$ cat src/rtl/mem_arbiter.sv
// rtl/mem_arbiter.sv - IF/LSU arbiter for a single-port memory bus with LSU fairness limit and response timeout
module mem_arbiter #(
  parameter int ADDR_W     = 32,
  parameter int DATA_W     = 32,
  parameter int MAX_STREAK = 4,
  parameter int TIMEOUT    = 64
) (
  input  logic                  clk,
  input  logic                  rst_n,
  input  logic                  if_req,
  input  logic [ADDR_W-1:0]     if_addr,
  output logic                  if_gnt,
  output logic                  if_rvalid,
  input  logic                  lsu_req,
  input  logic                  lsu_we,
  input  logic [DATA_W/8-1:0]   lsu_be,
  input  logic [ADDR_W-1:0]     lsu_addr,
  input  logic [DATA_W-1:0]     lsu_wdata,
  output logic                  lsu_gnt,
  output logic                  lsu_rvalid,
  output logic [DATA_W-1:0]     rsp_rdata,
  output logic                  rsp_err,
  output logic                  mem_req,
  output logic                  mem_we,
  output logic [DATA_W/8-1:0]   mem_be,
  output logic [ADDR_W-1:0]     mem_addr,
  output logic [DATA_W-1:0]     mem_wdata,
  input  logic                  mem_gnt,
  input  logic                  mem_rvalid,
  input  logic [DATA_W-1:0]     mem_rdata
);

  localparam int BE_W = DATA_W / 8;
  localparam int SW   = $clog2(MAX_STREAK + 1);
  localparam int TW   = $clog2(TIMEOUT + 2);

  typedef enum logic [1:0] {IDLE, REQ, WAIT} state_t;

  state_t        state;
  logic          owner_lsu;
  logic [SW-1:0] streak;
  logic [TW-1:0] timer;

  logic sel_lsu;
  logic req_on;
  logic gnt;
  logic rsp;
  logic timeout_hit;

  // Arbitration happens only in IDLE; REQ replays the latched owner.
  always_comb begin
    sel_lsu = owner_lsu;
    req_on  = 1'b0;
    if (state == IDLE) begin
      sel_lsu = lsu_req && !(if_req && (streak == SW'(MAX_STREAK)));
      req_on  = if_req || lsu_req;
    end else if (state == REQ) begin
      req_on = 1'b1;
    end
    req_on = req_on && rst_n;
  end

  assign gnt         = req_on && mem_gnt;
  assign timeout_hit = (TIMEOUT != 0) && (state == WAIT) && !mem_rvalid &&
                       (timer == TW'(TIMEOUT - 1));
  assign rsp         = rst_n && (state == WAIT) && (mem_rvalid || timeout_hit);

  always_comb begin
    mem_req   = req_on;
    mem_we    = 1'b0;
    mem_be    = '0;
    mem_addr  = '0;
    mem_wdata = '0;
    if (req_on) begin
      if (sel_lsu) begin
        mem_we    = lsu_we;
        mem_be    = lsu_be;
        mem_addr  = lsu_addr;
        mem_wdata = lsu_wdata;
      end else begin
        mem_be    = {BE_W{1'b1}};
        mem_addr  = if_addr;
      end
    end
  end

  assign if_gnt     = gnt && !sel_lsu;
  assign lsu_gnt    = gnt && sel_lsu;
  assign if_rvalid  = rsp && !owner_lsu;
  assign lsu_rvalid = rsp && owner_lsu;
  assign rsp_rdata  = (rsp && mem_rvalid) ? mem_rdata : '0;
  assign rsp_err    = rsp && !mem_rvalid;

  always_ff @(posedge clk) begin
    if (!rst_n) begin
      state     <= IDLE;
      owner_lsu <= 1'b0;
      streak    <= '0;
      timer     <= '0;
    end else begin
      case (state)
        IDLE: begin
          if (req_on) begin
            owner_lsu <= sel_lsu;
            if (mem_gnt) begin
              state <= WAIT;
              timer <= '0;
            end else begin
              state <= REQ;
            end
          end
        end
        REQ: begin
          if (mem_gnt) begin
            state <= WAIT;
            timer <= '0;
          end
        end
        WAIT: begin
          if (rsp) state <= IDLE;
          else     timer <= timer + TW'(1);
        end
        default: state <= IDLE;
      endcase

      // Streak counts LSU grants that overtook a waiting fetch.
      if (!if_req || if_gnt) begin
        streak <= '0;
      end else if (lsu_gnt && (streak != SW'(MAX_STREAK))) begin
        streak <= streak + SW'(1);
      end
    end
  end

endmodule

$ cat config.mk
export PLATFORM = sky130hd
export DESIGN_NAME = mem_arbiter
export DESIGN_NICKNAME = d
export VERILOG_FILES = /design/src/rtl/mem_arbiter.sv
export SDC_FILE = /design/constraint.sdc
export NUM_CORES = 1
export LEC_CHECK = 0
export ABC_AREA = 1
export CAP_MARGIN = 0
export CORE_AREA = 2 2 96 98
export CTS_BUF_LIST = sky130_fd_sc_hd__clkbuf_16
export CTS_CLUSTER_SIZE = 20
export DETAILED_ROUTE_END_ITERATION = 12
export DIE_AREA = 0 0 98 100
export GPL_ROUTABILITY_DRIVEN = 0
export PLACE_DENSITY = 0.71
export SLEW_MARGIN = 20
export SYNTH_ARGS = -nofsm -noshare
export SYNTH_HDL_FRONTEND = slang
export SYNTH_SLANG_ARGS = --single-unit
export TNS_END_PERCENT = 10
$ cat constraint.sdc
create_clock -name clk -period 2.1 [get_ports clk]
set_input_delay 0.42 -clock clk [delete_from_list [all_inputs] [get_ports clk]]
set_output_delay 0.42 -clock clk [all_outputs]
set_load 0.03 [all_outputs]
* After elaboration in Yosys (flattened, before gate mapping)
Cells that the tools add are included.
** Cells by class
- Equality and inequality tests :: 9
- Bitwise logic cells :: 1
- Add/subtract/negate cells :: 2
- Multiplexer cells :: 21
- Reduce and logical (&&, ||, !) cells :: 29
** Operators by type and width (count)
- $mux 32 :: 5
- $mux 7 :: 3
- $pmux 7 s3 :: 1
- $logic_and 1x1->1 :: 15
- $mux 2 :: 4
- $mux 4 :: 2
- $ne 2x2->1 const B :: 4
- $add 7x1->7 const B :: 1
- $eq 7x6->1 const B :: 1
- $pmux 2 s3 :: 1
- $reduce_and 3->1 :: 2
- $logic_not 1->1 :: 5
- $mux 1 :: 5
- $add 3x1->3 const B :: 1
- $eq 3x3->1 const B :: 1
- $logic_or 1x1->1 :: 3
- $ne 3x3->1 const B :: 1
- $reduce_bool 3->1 :: 1
- $eq 2x1->1 const B :: 1
- $eq 2x2->1 const B :: 1
- $logic_not 2->1 :: 1
- $reduce_and 2->1 :: 1
- $reduce_or 2->1 :: 1
- $not 1->1 :: 1
** Word-level totals
- Bits of input ports :: 139
- Word-level logic and storage cells :: 66
- Output and inout port bits :: 107
- Bits in registers :: 13

* Longest topological paths before layout
Gate-level depths: netlist of run 1.
- Depth after elaboration :: 9
- Depth in mapped cells :: 11
- Depth with buffers taken out :: 11

* Worst setup path before layout of run 1
OpenSTA, ideal clock, no wires.
- Path kind :: input to output
- Start :: input rst_n
- End :: output mem_addr[13]
- Cell stages on the path :: 8
- Data required time :: 1.680 ns
- Path slack :: 0.022 ns
- Path buffers :: 2
- Data arrival time :: 1.658 ns
- Cell sequence :: buf_4 inv_2 nor2_2 nand2_2 inv_4 buf_4 o21ai_0 nor2_1
** Between the ends
- Longest elaborated chain between the ends :: 2
** Ends and longest elaborated chain
- start, declared :: line 9 : input logic rst_n,
- $logic_and 1x1->1 :: line 60 : req_on = req_on && rst_n;
- via mem_req :: line 23 : output logic mem_req,
- $mux 32 :: line 74 : if (req_on) begin
- end, declared :: line 26 : output logic [ADDR_W-1:0] mem_addr,
The timed path passes the listed nets, and every way through them passes these cells.

* Worst setup path after layout of run 1
- Start :: register streak[1]
- End :: output mem_addr[23]
** Between the ends
- Longest elaborated chain between the ends :: 7
** Ends and longest elaborated chain
- start, declared :: line 41 : logic [SW-1:0] streak;
- start signal, assigned :: line 130 : streak <= streak + SW'(1);
- $eq 3x3->1 :: line 55 : sel_lsu = lsu_req && !(if_req && (streak == SW'(MAX_STREAK)));
- $logic_and 1x1->1 :: line 55
- $logic_not 1->1 :: line 55
- $logic_and 1x1->1 :: line 55
- $mux 1 :: line 54 : if (state == IDLE) begin
- $mux 32 :: line 75 : if (sel_lsu) begin
- $mux 32 :: line 74
Every way passes these cells.

==> results.txt, run 1 <==
Status: finished, violations left
Failing checks: negative setup slack
Iter 0 DRT Violations: 81
Crit-path slowest cell: dfxtp_2
WP data arrival: 1.72 ns
Dpl hpwl: 7307 um
Total power draw: 0.001844 W
Switching Fraction: 39.82%
Hold crit path type: flip-flop to flip-flop
Gr usage total: 18.04%
Crit-path max cell delay: 0.32 ns
PnR worst setup slack: -0.03826 ns
DRT Pass-1 Iters: 7
Multi-input combinational cell area: 1359 sq um
Seq pwr share: 14.3%
Maxcap violations: 0
Mapped cell area: 1879 sq um
FF+latch count, synth: 13
Root Buffer: clkbuf_16
Switching power: 0.0007341 W
CTS tree: yes
Seq. cell area: 262.8 sq um
DR vias: 3217
Sequential element share of the synthesized area: 13.85%
Nets: 786
Final setup fails: 9
TritonCTS buffer count: 3
Lkg Pwr: 2.415 nW
Die W: 98 um
Clk_lat worst skew: 0.24 ns
Synth Net Count: 526
Die H: 100 um
Rel. slew slack: 83.75%
Antenna-violating nets left: 0
Period utilization: 101.8%
Max clock buf depth: 2
Syn_area_per_cell: 4.894 sq um
Vias per Instance: 4.261
P_int: 0.001110 W
Die ar.: 9800 sq um
Synthesis Warnings: 0
Fmax: 467.7 MHz
Fin crit period: 2.138 ns
CP top delay family: buffers and inverters
Synth Instances: 384
Count of different cell masters after synthesis: 26
Peak supply drop: 0.2384 mV
CP Capture Type: output pin
Max FO, Critical Path: 8
Crit start category: flip-flop
Row cnt: 35
IO Port Bufs: 245
Global-route wire length before repair: 14770 um
# clock sinks: 13
Critical path class: flip-flop to output pin
Clock Skews: 0.004096 ns
Required @ worst endpoint: 1.68 ns
Largest net degree at the start of global routing: 34
RSZ-0062 raised after global routing: true
Vias in the first global route: 3052
Combinational Power Share: 66.7%
Post-Route WL: 9564 um
Crit path buf inv count: 5
Ports: 246
Pwr dens: 382.4 nW/um^2
Initial Util: 21.14%
H-Tree Depth: 1
Filler cell count: 851
Clock network power share: 19.0%
Syn-to-layout area delta: 156.6%
Filler-free cell count of the finished design: 755
Core area: 8890 sq um
# DRC: 0
Slew @ Worst Pin: 0.2412 ns
Post-Place Cells: 742
Final hold vios: 0
Clk pin slew, worst setup/hold paths: 0.05 ns
Ratio of cells with drive above 1 in the final layout: 30.33%
Most common cell after layout, fill and taps aside: clkdlybuf4s50_1
Worst-path cell chain: inv_2 -> ha_4 -> nand3_2 -> nand3_2 -> nand2_4 -> inv_6 -> buf_12 -> buf_12 -> nor2_2 -> nor2_1 -> buf_4
GRT Residual Overflow: 0
Most frequent cells in the layout: 135 x clkdlybuf4s50_1, 126 x nor2_1, 110 x buf_4, 80 x inv_1, 31 x nand2_1
WL/cell: 12.67 um
Slew Viols, Final: 0
Antenna violations before repair: 1
-- state kept, by name (all words and copies together), names as in the netlist --
name	cells
timer	7
state	2
streak	3
owner_lsu	1
-- area by class of cell --
| class | instances | share of cell area (%) |
|---|---|---|
| inverter | 86 | 6.954 |
| antenna | 1 | 0.05189 |
| sequential | 13 | 5.449 |
| clock buffer | 3 | 1.557 |
| tap | 111 | 2.880 |
| timing repair buffer | 270 | 54.72 |
| clock inverter | 1 | 0.07784 |
| timing repair inverter | 1 | 0.1297 |
| multi-input combinational | 269 | 28.18 |
-- final timing paths --
check	start	endpoint	slack [ns]	cells past startpoint
worst min register to register	timer[6]	timer[6]	0.48	2
worst min-delay path	timer[6]	timer[6]	0.48	2
worst max-delay path	streak[1]	mem_addr[23]	-0.04	11
worst max register to register	streak[0]	streak[0]	0.54	11
-- metal layers --
layer / part of all wire [%] / global-route usage (%) / vias up / wire length (um)
met5: 0 / 0 / - / 0
met4: 1.9 / 4.808 / 0 / 181
met3: 8.5 / 4.387 / 16 / 810
met2: 50 / 33.09 / 159 / 4789
met1: 40 / 20.98 / 1394 / 3783
li1: - / - / 1648 / -
-- power groups by stage --
stage / Sequential [W] / Combinational (W) / Clock (W)
after detailed placement: 0.000266 / 0.00112 / 0
after global placement: 0.000265 / 0.00111 / 0
final: 0.000263 / 0.00123 / 0.000351
after global routing: 0.000263 / 0.00131 / 0.000380
after CTS: 0.000262 / 0.00123 / 0.000360
after floorplan: 0.000265 / 0.000522 / 0
-- metrics by stage --
| step | utilization, % | setup WS, ns | setup TNS (ns) | area [sq um] | hold WS, ns |
|---|---|---|---|---|---|
| floorplan | - | 0.02214 | 0 | 1879 | 0.4486 |
| global placement | 50.05 | -0.3148 | -23.17 | 4449 | 0.4608 |
| detailed placement | 50.05 | -0.3512 | -25.49 | 4449 | 0.4712 |
| CTS | 53.57 | -0.01976 | -0.2517 | 4762 | 0.4794 |
| global route | 54.24 | -0.1256 | -4.334 | 4822 | 0.5087 |
| finish | 54.24 | -0.03826 | -0.2427 | 4822 | 0.4767 |
-- synth_stat cells, drive strengths merged --
| cell | number | share of area (%) |
|---|---|---|
| xnor2 | 1 | 0.47 |
| dfxtp | 13 | 14 |
| a21oi | 10 | 2.7 |
| nand3 | 8 | 2.1 |
| inv | 86 | 17 |
| clkbuf | 4 | 0.80 |
| o211ai | 2 | 0.80 |
| nor3 | 1 | 0.27 |
| o21ai | 37 | 9.9 |
| nand2 | 38 | 8.5 |
| nor3b | 1 | 0.40 |
| o21bai | 1 | 0.40 |
| ha | 3 | 2.0 |
| nor2 | 161 | 33 |
| buf | 13 | 5.7 |
| xor2 | 2 | 0.93 |
| nand4 | 3 | 1.0 |
-- tightest hold or removal path: stages, from the launching register on --
cell	delay [ns]
dfxtp_1	0.31
nand3_1	0.07
nand2_1	0.05
-- timing repair --
action / 4_1_cts / 5_1_grt
hold endpoints to repair: 0 / 0
setup endpoints to repair: 106 / 75
pin swaps: 9 / 12
setup buffers: 3 / 2
gates resized for setup: 46 / 29
hold buffers: 0 / 0
gates cloned: 4 / 0
-- logic make-up (layout without fill, tap and decap cells) --
kind of cell	count (synthesis)	count (layout)	share of synthesized area, %
xor gates and xnor gates	3	3	1.398
AOI/OAI and AO/OA	50	50	13.72
and+or+nand+nor	212	213	45.27
buffers and inverters	103	361	23.77
other	0	1	0
adders and majority gates	3	3	1.998
DFF	13	13	13.85
Power figures use the tool's default switching activity.
==> run 2: changes to the inputs <==
- SKIP_LAST_GASP: unset -> 1
==> run 2 against run 1 <==
Flip-flop and latch count did not move. Largest power group unchanged. Non-clock buffer count did not move. Final area fell by 1.2%. Die area did not move. Worst hold slack improved by 0.0030 ns. Clock skew fell by 0.0023 ns. Core utilization fell by 0.63 points. Global-route usage fell by 0.073 points. The run still ends with negative setup slack left. Power fell by 1.0%.
==> results.txt, run 2 (same netlist as run 1, synthesis figures left out) <==
Die H: 100 um (unchanged)
PnR worst setup slack: -0.02125 ns (+0.01702 ns)
Max clock buf depth: 2 (unchanged)
Maxcap violations: 0 (unchanged)
Number of hold buffers added after CTS: 0 (unchanged)
Top flop regs: timer (7), streak (3), state (2)
Row cnt: 35 (unchanged)
Clk pin slew, worst setup/hold paths: 0.05 ns (about the same)
Ports: 246 (unchanged)
Period utilization: 101.0% (-0.81 points)
Gr usage total: 17.97% (-0.073 points)
Max FO, Critical Path: 6 (-2)
Lkg Pwr: 2.423 nW (+0.34%)
Critical path startpoint: streak[1]
Util after Layout: 53.61% (-0.63 points)
Hold crit path type: flip-flop to flip-flop
Switching Fraction: 39.32% (-0.49 points)
Fmax: 471.4 MHz (+0.80%)
Status: finished, violations left
CTS tree: yes
Post-route setup TNS: -0.1823 ns (+0.06043 ns)
Largest net degree at the start of global routing: 34 (unchanged)
Post-Route WL: 9425 um (-1.5%)
Clock Skews: 0.001841 ns (-0.002255 ns)
TritonCTS buffer count: 3 (unchanged)
DRT Pass-1 Iters: 6 (-1)
Iter 0 DRT Violations: 77 (-4.9%)
Core area: 8890 sq um (unchanged)
Die W: 98 um (unchanged)
Root Buffer: clkbuf_16
Rel. slew slack: 83.59% (-0.16 points)
# clock sinks: 13 (unchanged)
WL/cell: 12.48 um (-1.5%)
IO Port Bufs: 245 (unchanged)
# DRC: 0 (unchanged)
Clock network power share: 19.3% (+0.3 points)
Initial Util: 21.14% (unchanged)
Final setup fails: 13 (+4)
Pwr dens: 382.9 nW/um^2 (+0.13%)
Reg with most FFs: timer
Vias in the first global route: 3042 (-0.33%)
H-Tree Depth: 1 (unchanged)
Peak supply drop: 0.2374 mV (-0.43%)
Combinational Power Share: 66.3% (-0.4 points)
Antenna violations before repair: 1 (unchanged)
Fin crit period: 2.121 ns (-0.01702 ns)
Failing checks: negative setup slack
Slew @ Worst Pin: 0.2435 ns (+0.002323 ns)
Most common cell after layout, fill and taps aside: nor2_1
Syn-to-layout area delta: 153.6%
Pre-CTS WS: -0.3512 ns (unchanged)
WP data arrival: 1.70 ns (-0.02 ns)
Die ar.: 9800 sq um (unchanged)
Filler cell count: 862 (+1.3%)
Post-Place Cells: 742 (unchanged)
CP Capture Type: output pin
Clk_lat worst skew: 0.24 ns (about the same)
Slew Viols, Final: 0 (unchanged)
Global-route wire length before repair: 14700 um (-0.47%)
Worst R2R Start: state[1]
Antenna-violating nets left: 0 (unchanged)
Filler-free cell count of the finished design: 755 (unchanged)
Critical path class: flip-flop to output pin
Crit start category: flip-flop
Seq pwr share: 14.4% (about the same)
RSZ-0062 raised after global routing: true
Flip-flop count of the largest register after layout: 7 (unchanged)
Switching power: 0.0007175 W (-2.3%)
Dpl hpwl: 7307 um (unchanged)
Nets: 786 (unchanged)
Vias per Instance: 4.225 (-0.84%)
Most frequent cells in the layout: 142 x nor2_1, 135 x clkdlybuf4s50_1, 110 x buf_4, 80 x inv_1, 32 x nand2_1
DR vias: 3190 (-0.84%)
Worst Min Path Start: timer[6]
Final hold vios: 0 (unchanged)
Ratio of cells with drive above 1 in the final layout: 27.68% (-2.6 points)
Required @ worst endpoint: 1.68 ns (about the same)
P_int: 0.001107 W (-0.23%)
GRT Residual Overflow: 0 (unchanged)
[run 2: metrics by stage]
step	area [sq um]	hold WS [ns]	total power [W]
after floorplan	1879	0.4486	0.0007870
after global placement	4449	0.4608	0.001378
after detailed placement	4449	0.4712	0.001383
after CTS	4745	0.4794	0.001844
after global routing	4766	0.5087	0.001936
final	4766	0.4797	0.001825
[run 2: path summary, 6_finish.rpt]
path / end / slack, ns / cells past startpoint
max: mem_addr[31] / -0.02 / 10
min: timer[6] / 0.48 / 2
max reg2reg: timer[2] / 0.52 / 9
min reg2reg: timer[6] / 0.48 / 2
[run 2: power by group through the flow]
stage / clock (W) / combinational [W] / sequential, W
2_1_floorplan: 0 / 0.000522 / 0.000265
3_3_place_gp: 0 / 0.00111 / 0.000265
3_5_place_dp: 0 / 0.00112 / 0.000266
4_1_cts: 0.000360 / 0.00122 / 0.000262
5_1_grt: 0.000380 / 0.00129 / 0.000264
6_report: 0.000353 / 0.00121 / 0.000263
[run 2: final cells by class]
class | instances | area (sq um) | area share (%)
well taps | 111 | 138.9 | 2.914
diodes | 1 | 2.502 | 0.05251
clock inverters | 1 | 3.754 | 0.07876
inverters | 86 | 335.3 | 7.036
multi-input cells | 269 | 1296 | 27.20
repair inverters | 1 | 6.256 | 0.1313
flip-flops and latches | 13 | 264.0 | 5.540
clock buffers | 3 | 75.07 | 1.575
repair buffers | 270 | 2644 | 55.47
[run 2: per-layer routing]
layer  GRT usage, %  vias up  wire, um  part of all wire (%)
met5              0        -         0                     0
met2          33.03      154      4713                    50
li1               -     1646         -                     -
met1          20.85     1376      3770                    40
met4          4.808        0       168                   1.8
met3          4.318       14       772                   8.2
[run 2: repair_timing]
| action | in CTS | in global routing |
|---|---|---|
| endpoints found under the setup margin | 106 | 75 |
| gates resized for setup | 37 | 16 |
| cloned | 4 | 0 |
| pin swaps | 9 | 5 |
| buffers inserted | 3 | 2 |
[run 2: critical path: stages, from the launching register on]
cell       delay (ns)
dfxtp_2          0.32
inv_2            0.07
ha_4             0.14
nand3_2          0.07
nand3_2          0.09
nand2_4          0.10
inv_6            0.10
bufbuf_16        0.26
nor2_2           0.03
nor2_1           0.10
buf_4            0.17
==> edit: new RTL, config.mk and constraints of run 2 <==
Encoding of `state_t`: now one-hot (3 bits for 3 states).
--- a/src/rtl/mem_arbiter.sv
+++ b/src/rtl/mem_arbiter.sv
@@ -34,7 +34,7 @@
   localparam int SW   = $clog2(MAX_STREAK + 1);
   localparam int TW   = $clog2(TIMEOUT + 2);
 
-  typedef enum logic [1:0] {IDLE, REQ, WAIT} state_t;
+  typedef enum logic [2:0] {IDLE = 3'b001, REQ = 3'b010, WAIT = 3'b100} state_t;
 
   state_t        state;
   logic          owner_lsu;
Check against the original RTL: no difference found for any inputs over 10 cycles, from zero or initial values and one cycle with rst_n low; not proved beyond that.
==> edit against run 2 <==
Critical path depth is the same; wire length increased by 11%; core utilization is 3.0 points higher; clock skew decreased by 0.0010 ns; the flow still finishes with violations (setup timing); area after synthesis rose by 0.80%; worst setup slack worse by 0.091 ns; sequential cell count increased by 1; count of clock-buffer cells in the layout stayed put; hold slack worse by 0.0082 ns; largest cell class unchanged; final area up 5.6%; critical path type unchanged; highest routed layer unchanged.
Power is not compared: it rests on default switching activity, and its combinational part moved more than twofold at a synthesized area within 25%.
==> edit: results <==
group,metric,value,unit
outcome,status,"finished, violations left",
outcome,failed_checks,"setup timing",
yosys,ys_top_cells_by_count,"130 x nand2_1, 81 x nor2_1, 54 x inv_1, 40 x nand3_1, 14 x dfxtp_1",
clocking,clock_latency,0.24,ns
sta,fin_skew,0.000800,ns
worst_hold_path,min_path_type,"flop to flop",
sta,finalSetupTns,-3.06,ns
global_route,track_usage,19.6,%
yosys,synth_flop_cell,"dfxtp_1",
global_route,grt_pass1_wl,15800,um
final_layout,antennaDiodeCount,0,
route,drtIter0Drc,99,
yosys,postSynthAreaPerCell,4.92,um2
sta,hold_ws,0.472,ns
worst_hold_path,worstHoldStart,"timer[6]$_SDFFE_PN0P_",
route,vias_per_cell,4.42,
yosys,synth_cell_types,24,
global_route,grt_pass1_vias,3248,
yosys,yosys_warnings,0,
sta,worst_slack,-0.112,ns
sta,setup_violations,49,
clocking,path_clk_slew,0.04,ns
power_and_ir_drop,ir_drop,0.000382,V
final_layout,final_nets,806,
yosys,syn-num-nets,527,
clocking,cts.htree.levels,1,
worst_hold_path,hold_depth,2,
worst_hold_path,hold_end,"timer[6]$_SDFFE_PN0P_",
critical_path,r2r_end,"streak[1]$_SDFFE_PP0P_",
global_route,grt_antenna_before_repair,0,
placed_design,placed_area,4360,um2
final_layout,drive_above_1_share,31.1,%
global_route,grt_max_degree,33,
critical_path,crit_arrival,1.79,ns
critical_path,r2r_start,"state[1]$_SDFFE_PN0P_",
critical_path,reg2regPathDepth,13,
final_layout,largestRegisters,"timer (7), state (3), streak (3)",
yosys,synth.area.top_cells,"nand2_1 26%, nor2_1 16%, dfxtp_1 15%",
route,drt-total-wl,10400,um
clocking,cts_root_buffer,"clkbuf_16",
route,first_pass_iters,4,
clocking,clockBufferDepth,2,
yosys,ys_seq_area_share,14.8,%
power_and_ir_drop,p_leak,2.55,nW
critical_path,crit_fanout,8,
placed_design,io_buffer_count,245,
sta,worst_pin_slew,0.257,ns
yosys,ys_async_sr_fraction,0,%
critical_path,r2r_setup_slack,0.20,ns
placed_design,dp_hpwl,7500,um
sta,timing_hold_violations_final,0,
clocking,cts_buffers,3,
-- edit: report_power, final --
group / internal [mW] / total, mW / switching (mW)
Combinational: 1.25 / 2.68 / 1.43
Clock: 0.251 / 0.352 / 0.101
Sequential: 0.282 / 0.296 / 0.0143
-- edit: cell type report --
cell class                 instances  area (um2)
clock inverter                     1        3.75
multi-input combinational        296        1430
tap                              111         139
sequential                        14         283
inverter                          57         216
fill                             820        3860
clock buffer                       3        75.1
timing repair buffer             292        2880
-- edit: repair_timing --
action,in CTS,in global routing
gates resized for setup,33,49
buffers inserted,15,4
endpoints found under the setup margin,107,78
cloned,8,1
pin swaps,9,19
-- edit: kinds of logic (layout without fill, tap and decap cells) --
family / count (synthesis) / count (layout) / synth area share [%]
simple gates: 262 / 265 / 57.3
buf+inv: 78 / 353 / 17.4
compound gates: 24 / 24 / 6.74
flops: 14 / 14 / 14.8
xor+xnor: 4 / 4 / 1.85
fa+ha+maj: 3 / 3 / 1.98
-- edit: worst max-delay path: stages, from the launching register on --
cell	delay [ns]
dfxtp_1	0.33
nor2_2	0.16
nand2_2	0.11
nand2_1	0.12
nand2_4	0.12
buf_12	0.15
nor2_4	0.13
clkbuf_16	0.19
nand2_2	0.05
nand2_2	0.06
buf_6	0.13
-- edit: stage by stage --
| stage | util (%) | setup slack (ns) | std cells |
|---|---|---|---|
| final | 56.6 | -0.112 | 774 |
| after global routing | 56.6 | -0.176 | 774 |
| after CTS | 54.5 | -0.0953 | 770 |
| after detailed placement | 49.0 | -0.411 | 743 |
| after global placement | 49.0 | -0.360 | 743 |
| after floorplan | - | 0.0458 | 385 |
-- edit: worst max-delay path by stage --
stage,start,endpoint,depth (start not counted),slack (ns)
global placement,if_req,mem_addr[15],8,-0.36
CTS,streak[0]$_SDFFE_PP0P_,if_gnt,11,-0.1
floorplan,streak[0]$_SDFFE_PP0P_,lsu_gnt,9,0.05
detailed placement,if_req,mem_addr[15],8,-0.41
finish,state[1]$_SDFFE_PN0P_,mem_addr[31],10,-0.11
global route,state[1]$_SDFFE_PN0P_,mem_addr[25],10,-0.18
-- edit: layer usage --
layer,GRT usage (%),wire length [um]
met3,4.11,775
met5,0,0
met2,36.8,5390
met4,5.13,159
met1,22.5,4100
